$ cat src/rtl/sum_accumulator.sv
// Frame accumulator for adder sums: adds N_SAMPLES unsigned beats into a saturating
// total and hands the result, beat count and sticky overflow flag to a valid/ready consumer.
module sum_accumulator #(
  parameter int IN_W      = 9,
  parameter int ACC_W     = 16,
  parameter int N_SAMPLES = 25
) (
  input  logic             clk,
  input  logic             rst,
  input  logic             clear,
  input  logic             in_valid,
  output logic             in_ready,
  input  logic [IN_W-1:0]  in_data,
  output logic             out_valid,
  input  logic             out_ready,
  output logic [ACC_W-1:0] out_sum,
  output logic [7:0]       out_count,
  output logic             overflow
);

  typedef enum logic {
    ACCUM = 1'b0,
    HOLD  = 1'b1
  } state_t;

  localparam logic [7:0] LAST_COUNT = 8'(N_SAMPLES);

  state_t           state;
  state_t           state_nxt;
  logic [ACC_W-1:0] acc;
  logic [7:0]       count;
  logic             ovf;
  logic [ACC_W:0]   sum_wide;
  logic [7:0]       count_inc;
  logic             accept;
  logic             handoff;
  logic             frame_end;

  // One extra bit of headroom so a carry out of the accumulator is visible.
  function automatic logic [ACC_W:0] add_ext(input logic [ACC_W-1:0] a,
                                             input logic [IN_W-1:0]  d);
    return {1'b0, a} + {{(ACC_W + 1 - IN_W){1'b0}}, d};
  endfunction

  function automatic logic [ACC_W-1:0] saturate(input logic [ACC_W:0] s);
    return s[ACC_W] ? {ACC_W{1'b1}} : s[ACC_W-1:0];
  endfunction

  assign sum_wide  = add_ext(acc, in_data);
  assign count_inc = count + 8'd1;
  assign accept    = in_valid & in_ready;
  assign handoff   = out_valid & out_ready;
  assign frame_end = accept & (count_inc == LAST_COUNT);

  always_ff @(posedge clk or posedge rst) begin
    if (rst) begin
      state <= ACCUM;
    end else begin
      state <= state_nxt;
    end
  end

  always_comb begin
    state_nxt = state;
    if (clear) begin
      state_nxt = ACCUM;
    end else if (state == ACCUM) begin
      if (frame_end) state_nxt = HOLD;
    end else begin
      if (out_ready) state_nxt = ACCUM;
    end
  end

  // in_ready depends only on state and clear, so no in_valid -> out_* path exists.
  always_comb begin
    in_ready  = 1'b0;
    out_valid = 1'b0;
    if (state == ACCUM) begin
      in_ready = ~clear;
    end else begin
      out_valid = 1'b1;
    end
  end

  // Frame datapath: an abort or a completed handoff starts a fresh frame.
  always_ff @(posedge clk or posedge rst) begin
    if (rst) begin
      acc   <= '0;
      count <= '0;
      ovf   <= 1'b0;
    end else if (clear || handoff) begin
      acc   <= '0;
      count <= '0;
      ovf   <= 1'b0;
    end else if (accept) begin
      acc   <= saturate(sum_wide);
      count <= count_inc;
      ovf   <= ovf | sum_wide[ACC_W];
    end
  end

  assign out_sum   = acc;
  assign out_count = count;
  assign overflow  = ovf;

endmodule

$ cat config.mk
export PLATFORM = sky130hd
export DESIGN_NAME = sum_accumulator
export DESIGN_NICKNAME = d
export VERILOG_FILES = /design/src/rtl/sum_accumulator.sv
export SDC_FILE = /design/constraint.sdc
export NUM_CORES = 1
export LEC_CHECK = 0
export BUFFER_PORTS_ARGS = -buffer_cell sky130_fd_sc_hd__buf_2
export CORE_MARGIN = 2
export CORE_UTILIZATION = 35
export DETAILED_ROUTE_END_ITERATION = 6
export PLACE_DENSITY_LB_ADDON = 0.1
export SYNTH_ARGS = -nofsm -noshare
export SYNTH_HDL_FRONTEND = slang
export SYNTH_SLANG_ARGS = --single-unit
$ cat constraint.sdc
create_clock -name clk -period 5.65 [get_ports clk]
set_input_delay 1.695 -clock clk [delete_from_list [all_inputs] [get_ports clk]]
set_output_delay 1.695 -clock clk [all_outputs]
set_load 0.05 [all_outputs]
# Word-level counts from Yosys, hierarchy flattened
# Index checks and enable logic that the tools add are counted.
# W data, S select, Z words.
[op_classes]
reduce_logical = 2
mux = 13
bitwise = 5
n_addsub = 2
n_eq_ne = 1
[ops]
columns = ["op", "n"]
rows = [
  ["$mux W16", 3],
  ["$add A16 B9 Y17", 1],
  ["$mux W8", 2],
  ["$add A8 B1 Y8 const B", 1],
  ["$eq A8 B5 Y1 const B", 1],
  ["$mux W1", 8],
  ["$and A1 B1 Y1", 3],
  ["$reduce_bool A2 Y1", 1],
  ["$logic_or A1 B1 Y1", 1],
  ["$not A1 Y1", 1],
  ["$or A1 B1 Y1", 1],
]
[word_totals]
in_bits = 14
reg_bits = 26
word_cells = 27

# Longest topological paths before layout
# Gate-level depths: netlist (run 1).
[depth]
ltp_word = 7
mapped_depth = 8
mapped_depth_nobuf = 7

# Worst setup path before layout (run 1)
# Ideal clock, no wire load.
[synth_timing]
kind = "input to output"
from = "in clear"
to = "out in_ready"
cell_stages = 1
required_ps = 3955
arrival_time_ps = 2434
slack_ps = 1521
path_cell_list = "nor2_1"
[synth_between]
elab_chain_len = 2
[synth_lines]
columns = ["item", "line_no", "source"]
rows = [
  ["start, declared", "10", "input logic clear,"],
  ["$not A1 Y1", "79", "in_ready = ~clear;"],
  ["$mux W1", "78", "if (state == ACCUM) begin"],
  ["end, declared", "12", "output logic in_ready,"],
]
# Every way passes these cells.

# Worst setup path in the final report (run 1)
# Ends and elaborated chain as after synthesis.

==> results of run 1 <==
[path summary, 6_finish.rpt]
path	end	depth (start not counted)	from
min in group asynchronous	out_sum[14]	2	rst
min	overflow	2	overflow
max reg2reg	out_sum[13]	7	out_sum[0]
max	in_ready	3	clear
max in group asynchronous	out_sum[7]	2	rst
min reg2reg	overflow	2	overflow
[cell families (layout without fill, tap and decap cells)]
logic type	Yosys count	count (layout)	share of synthesized area, %
compound gates	62	62	27.1
mux	2	2	1.18
buf+inv	14	52	3.76
flops	26	26	36.2
fa+ha+maj	12	12	8.78
xor+xnor	9	9	4.39
simple gates	67	67	18.5
[per-layer routing]
metal | vias to the layer above | part of all wire, %
li1 | 797 | -
met1 | 754 | 48
met2 | 32 | 47
met3 | 4 | 3.6
met4 | 0 | 0.93
met5 | - | 0
[cells in the final DEF, fill, tap and decap left out, drive strengths merged, types with 6 or more instances in the layout]
cell type   n
buf        41
nand2      27
dfrtp      26
o21ai      14
nor2       12
ha         11
nand3      10
inv         8
a21oi       8
a22oi       7
xnor2       6
o211ai      6
[through the flow]
| stage | hold WS [ns] | total power (uW) | instances | setup WS [ns] |
|---|---|---|---|---|
| after floorplan | 0.736 | 358 | 192 | 1.52 |
| after global placement | 0.479 | 401 | 297 | 1.62 |
| after detailed placement | 0.474 | 399 | 297 | 1.59 |
| after CTS | 0.496 | 511 | 300 | 1.59 |
| after global routing | 0.510 | 535 | 300 | 1.52 |
| final | 0.488 | 502 | 300 | 1.59 |
[registers in the layout, indices dropped and copies added (netlist names)]
name / count
overflow: 1
out_count: 8
out_sum: 16
state: 1
[report_power, final]
group	switching (uW)	internal, uW	leakage [uW]
Combinational	124	61.1	0.000645
Sequential	12.0	198	0.000355
Clock	59.4	47.9	0.0000216
[worst max-delay path, stage by stage]
cell and delay [ns]:
buf_2 0.12, nor2_1 0.23, buf_2 0.32
[area by class of cell]
class                   instances  share of cell area (%)
multi-input cells             152                    51.4
flip-flops and latches         26                    31.1
repair buffers                 41                    9.92
well taps                      70                    4.18
clock buffers                   3                    1.97
inverters                       8                    1.43
==> metrics.md, run 1 <==
| Metric | Value |
|---|---|
| Run status | `complete, no violations` |
| Synth warn | `0` |
| Area of the multi-input gates | `1080 um2` |
| Port bufs | `40` |
| Routing usage on met2 | `27.3%` |
| Final hold vios | `0` |
| Busiest grt layer | `met2` |
| Sinks on Clock Net | `26` |
| Mapped Area | `1800 um2` |
| Initial core utilization | `35.6%` |
| Min-Delay Path Class | `flip-flop to flip-flop` |
| Clock Tree Buf Depth | `2` |
| DR WL/cell | `14.3 um` |
| Cell area after layout | `2090 um2` |
| Max Slew Vio Count | `0` |
| Final wirelength | `4300 um` |
| Drt first pass iters | `4` |
| Most common library cells after synthesis | `nand2_1, dfrtp_1, o21ai_0, nor2_1, ha_1` |
| Fin util | `41.5%` |
| Worst slew pin tran | `1.02 ns` |
| Final net count | `258` |
| Clock Latency Late Sink | `0.27 ns` |
| Number of global-route vias before repair | `1463` |
| Initial antenna violation count | `0` |
| Main area contributors after synthesis | `dfrtp_1, ha_1, nand2_1` |
| Cell area power density | `240 nW/um2` |
| Syn Nets | `218` |
| Post-synth top area share | `36.2%` |
| Drc violations | `0` |
| Vias per cell | `5.29` |
| DIE HEIGHT | `75.6 um` |
| Count leader, synth | `nand2_1` |
| Final setup fails | `0` |
| R2r setup slk | `3.19 ns` |
| CTS resizes | `0` |
| Synth Register Bits | `26` |
| Largest net degree at the start of global routing | `27` |
| Worst Clk Skew | `0.00477 ns` |
| Clock Pin Slew Worst Setup and Hold Paths | `0.09 ns` |
| Max Clk Rate | `0.246 GHz` |
| Clock Tree Root | `clkbuf_8` |
| Cell taking the most area after synthesis | `dfrtp_1` |
| Async set-or-reset flop fraction in the synthesized netlist | `100%` |
| Via count | `1587` |
| Peak supply drop | `0.119 mV` |
| Final min period | `4.06 ns` |
| Cell Area, Placed | `2050 um2` |
| FF/Latch Area | `651 um2` |
| Number of synthesized flops with an enable pin | `0` |
| H-tree depth | `1` |
| Met1 Usage GRT | `22.7%` |
| Die ar. | `5720 um2` |
| # rows | `26` |
| Drt initial violations | `59` |
| Ys flop type | `dfrtp_1` |
| Critical path fanouts, max | `5` |
| Overflow after GRT | `0` |
| Final period utilization | `71.9%` |
| Yosys cell types | `48` |
| CTS tree | `built` |
| GRT Total Usage | `16.5%` |
| Worst Path Class, Setup | `primary input to output pin` |
| Ant diodes | `0` |
| CP arrival | `2.37 ns` |
| Detail Route Antenna Nets | `0` |
| First-pass GRT wire length | `7200 um` |
| Total CTS buffers | `3` |
| Post-synthesis sequential area ratio | `36.2%` |
| Share of cells above drive strength 1 | `23.5%` |
| Worst setup EP type | `output pin` |
| Launching element type of the critical path | `primary input` |
| Maximum capacitance violations | `0` |
| Slew margin rel. | `31.8%` |
| Num ports | `41` |
| Setup TNS | `0 ns` |
| Leak Pwr | `0.00102 uW` |
| Grt met3 use | `1.98%` |
| Area Overhead vs Synth | `16.7%` |
| Core footprint | `5040 um2` |
| Post-CTS setup buffers | `0` |
| Fill cells | `524` |
| Die outline width | `75.6 um` |
| Synthesized area per cell | `9.35 um2` |
| Cells after synthesis | `192` |
| RSZ-0062 raised after global routing | `no` |
| Post-DP HPWL | `3110 um` |
| Worst Path Required | `3.95 ns` |
| Routability cong. | `0.741` |
| Hold buffers post-CTS | `0` |
No activity file was read; power rests on OpenSTA's default activity.
==> run 2, diff against run 1 <==
clock period = 3.3 ns   (was 5.65 ns; I/O delays follow)
==> metrics.md, run 2 (synthesis gave the netlist of run 1 again) <==
| Metric | Value |
|---|---|
| Final period utilization | `84.7%` |
| # rows | `26` |
| Die outline width | `75.6 um` |
| Final setup fails | `0` |
| Peak supply drop | `0.176 mV` |
| Switching share of power | `38.7%` |
| Clock Tree Root | `clkbuf_8` |
| Initial core utilization | `35.6%` |
| Area Overhead vs Synth | `18.7%` |
| Drt first pass iters | `4` |
| Max Clk Rate | `0.358 GHz` |
| Via count | `1615` |
| P_int | `531 uW` |
| R2r setup slk | `0.91 ns` |
| Post-CTS setup buffers | `0` |
| CP arrival | `2.92 ns` |
| Leak Pwr | `0.00105 uW` |
| Combinational cell fraction of total power | `37.4%` |
| RSZ-0062 raised after global routing | `no` |
| Setup TNS | `0 ns` |
| Most common cell after layout, fill and taps aside | `buf_2` |
| Worst setup EP type | `flip-flop` |
| DP Worst Slack | `0.211 ns` |
| Launching element type of the critical path | `primary input` |
| Clk network pwr share | `21.1%` |
| Vias per cell | `5.30` |
| Clock Tree Buf Depth | `2` |
| Max Slew Vio Count | `0` |
| Worst slew pin tran | `0.604 ns` |
| Sinks on Clock Net | `26` |
| Clock Latency Late Sink | `0.27 ns` |
| Run status | `complete, no violations` |
| Post-DP HPWL | `3230 um` |
| Hold buffers post-CTS | `0` |
| H-tree depth | `1` |
| GRT Total Usage | `16.7%` |
| Min-Delay Path Class | `flip-flop to flip-flop` |
| Drc violations | `0` |
| Drt initial violations | `100` |
| Ant diodes | `0` |
| Die ar. | `5720 um2` |
| Net switching power | `336 uW` |
| Final min period | `2.79 ns` |
| Routability cong. | `0.768` |
| Initial antenna violation count | `0` |
| Largest net degree at the start of global routing | `27` |
| CTS resizes | `0` |
| Final hold vios | `0` |
| Slew margin rel. | `59.6%` |
| Clock Pin Slew Worst Setup and Hold Paths | `0.09 ns` |
| Critical path fanouts, max | `16` |
| Overflow after GRT | `0` |
| Core footprint | `5040 um2` |
| Fin util | `42.3%` |
| Final wirelength | `4460 um` |
| Share of cells above drive strength 1 | `25.1%` |
| CTS tree | `built` |
| Number of global-route vias before repair | `1534` |
| Worst Path Required | `3.43 ns` |
| Worst Path Class, Setup | `primary input to flip-flop` |
| Max FFs per register | `16` |
| Setup ws final | `0.505 ns` |
| DR WL/cell | `14.6 um` |
| Detail Route Antenna Nets | `0` |
| Most frequent cells in the layout | `buf_2, nand2_1, dfrtp_1` |
| Reg power frac | `41.5%` |
| Num ports | `41` |
| Port bufs | `40` |
| Final net count | `263` |
| First-pass GRT wire length | `7270 um` |
| Cell area power density | `406 nW/um2` |
| Maximum capacitance violations | `0` |
| DIE HEIGHT | `75.6 um` |
| Worst Clk Skew | `0.00332 ns` |
| Total CTS buffers | `3` |
run 2: stage by stage:
step | instance area (um2) | std cells | hold slack (ns) | total power, uW
finish | 2130 | 305 | 0.490 | 866
detailed placement | 2090 | 302 | 0.467 | 691
global placement | 2090 | 302 | 0.481 | 693
CTS | 2130 | 305 | 0.489 | 878
global route | 2130 | 305 | 0.510 | 924
floorplan | 1800 | 192 | 0.736 | 613
run 2: worst max-delay path, cell delays in order:
cell      delay (ns)
buf_2           0.10
ha_1            0.22
fa_1            0.40
a21o_1          0.24
a221oi_2        0.36
o211ai_4        0.16
nand4_4         0.28
o311ai_0        0.18
run 2: worst paths after layout:
check / endpoint / depth (start not counted) / from
min reg2reg: overflow / 2 / overflow
min: overflow / 2 / overflow
max reg2reg: out_sum[13] / 7 / out_sum[0]
min in group asynchronous: out_sum[0] / 3 / rst
max: out_sum[13] / 8 / in_data[0]
max in group asynchronous: out_sum[12] / 3 / rst
run 2: final cells by class:
| cell class | count | area, um2 |
|---|---|---|
| Fill cell | 524 | 2910 |
| Multi-Input combinational cell | 152 | 1080 |
| Sequential cell | 26 | 651 |
| Timing Repair Buffer | 46 | 245 |
| Tap cell | 70 | 87.6 |
| Clock buffer | 3 | 41.3 |
| Inverter | 8 | 30.0 |
run 2: layer usage:
layer	up-vias	track usage [%]	part of all wire (%)
met1	774	22.4	47
met3	4	2.12	2.9
met5	-	0	0
li1	810	-	-
met4	0	5.26	0.96
met2	27	28.2	49
run 2: power groups by stage:
stage	Sequential [uW]	Clock (uW)	Combinational, uW
global placement	367	0	327
global route	363	207	354
floorplan	434	0	178
detailed placement	366	0	325
CTS	360	192	326
finish	360	183	324
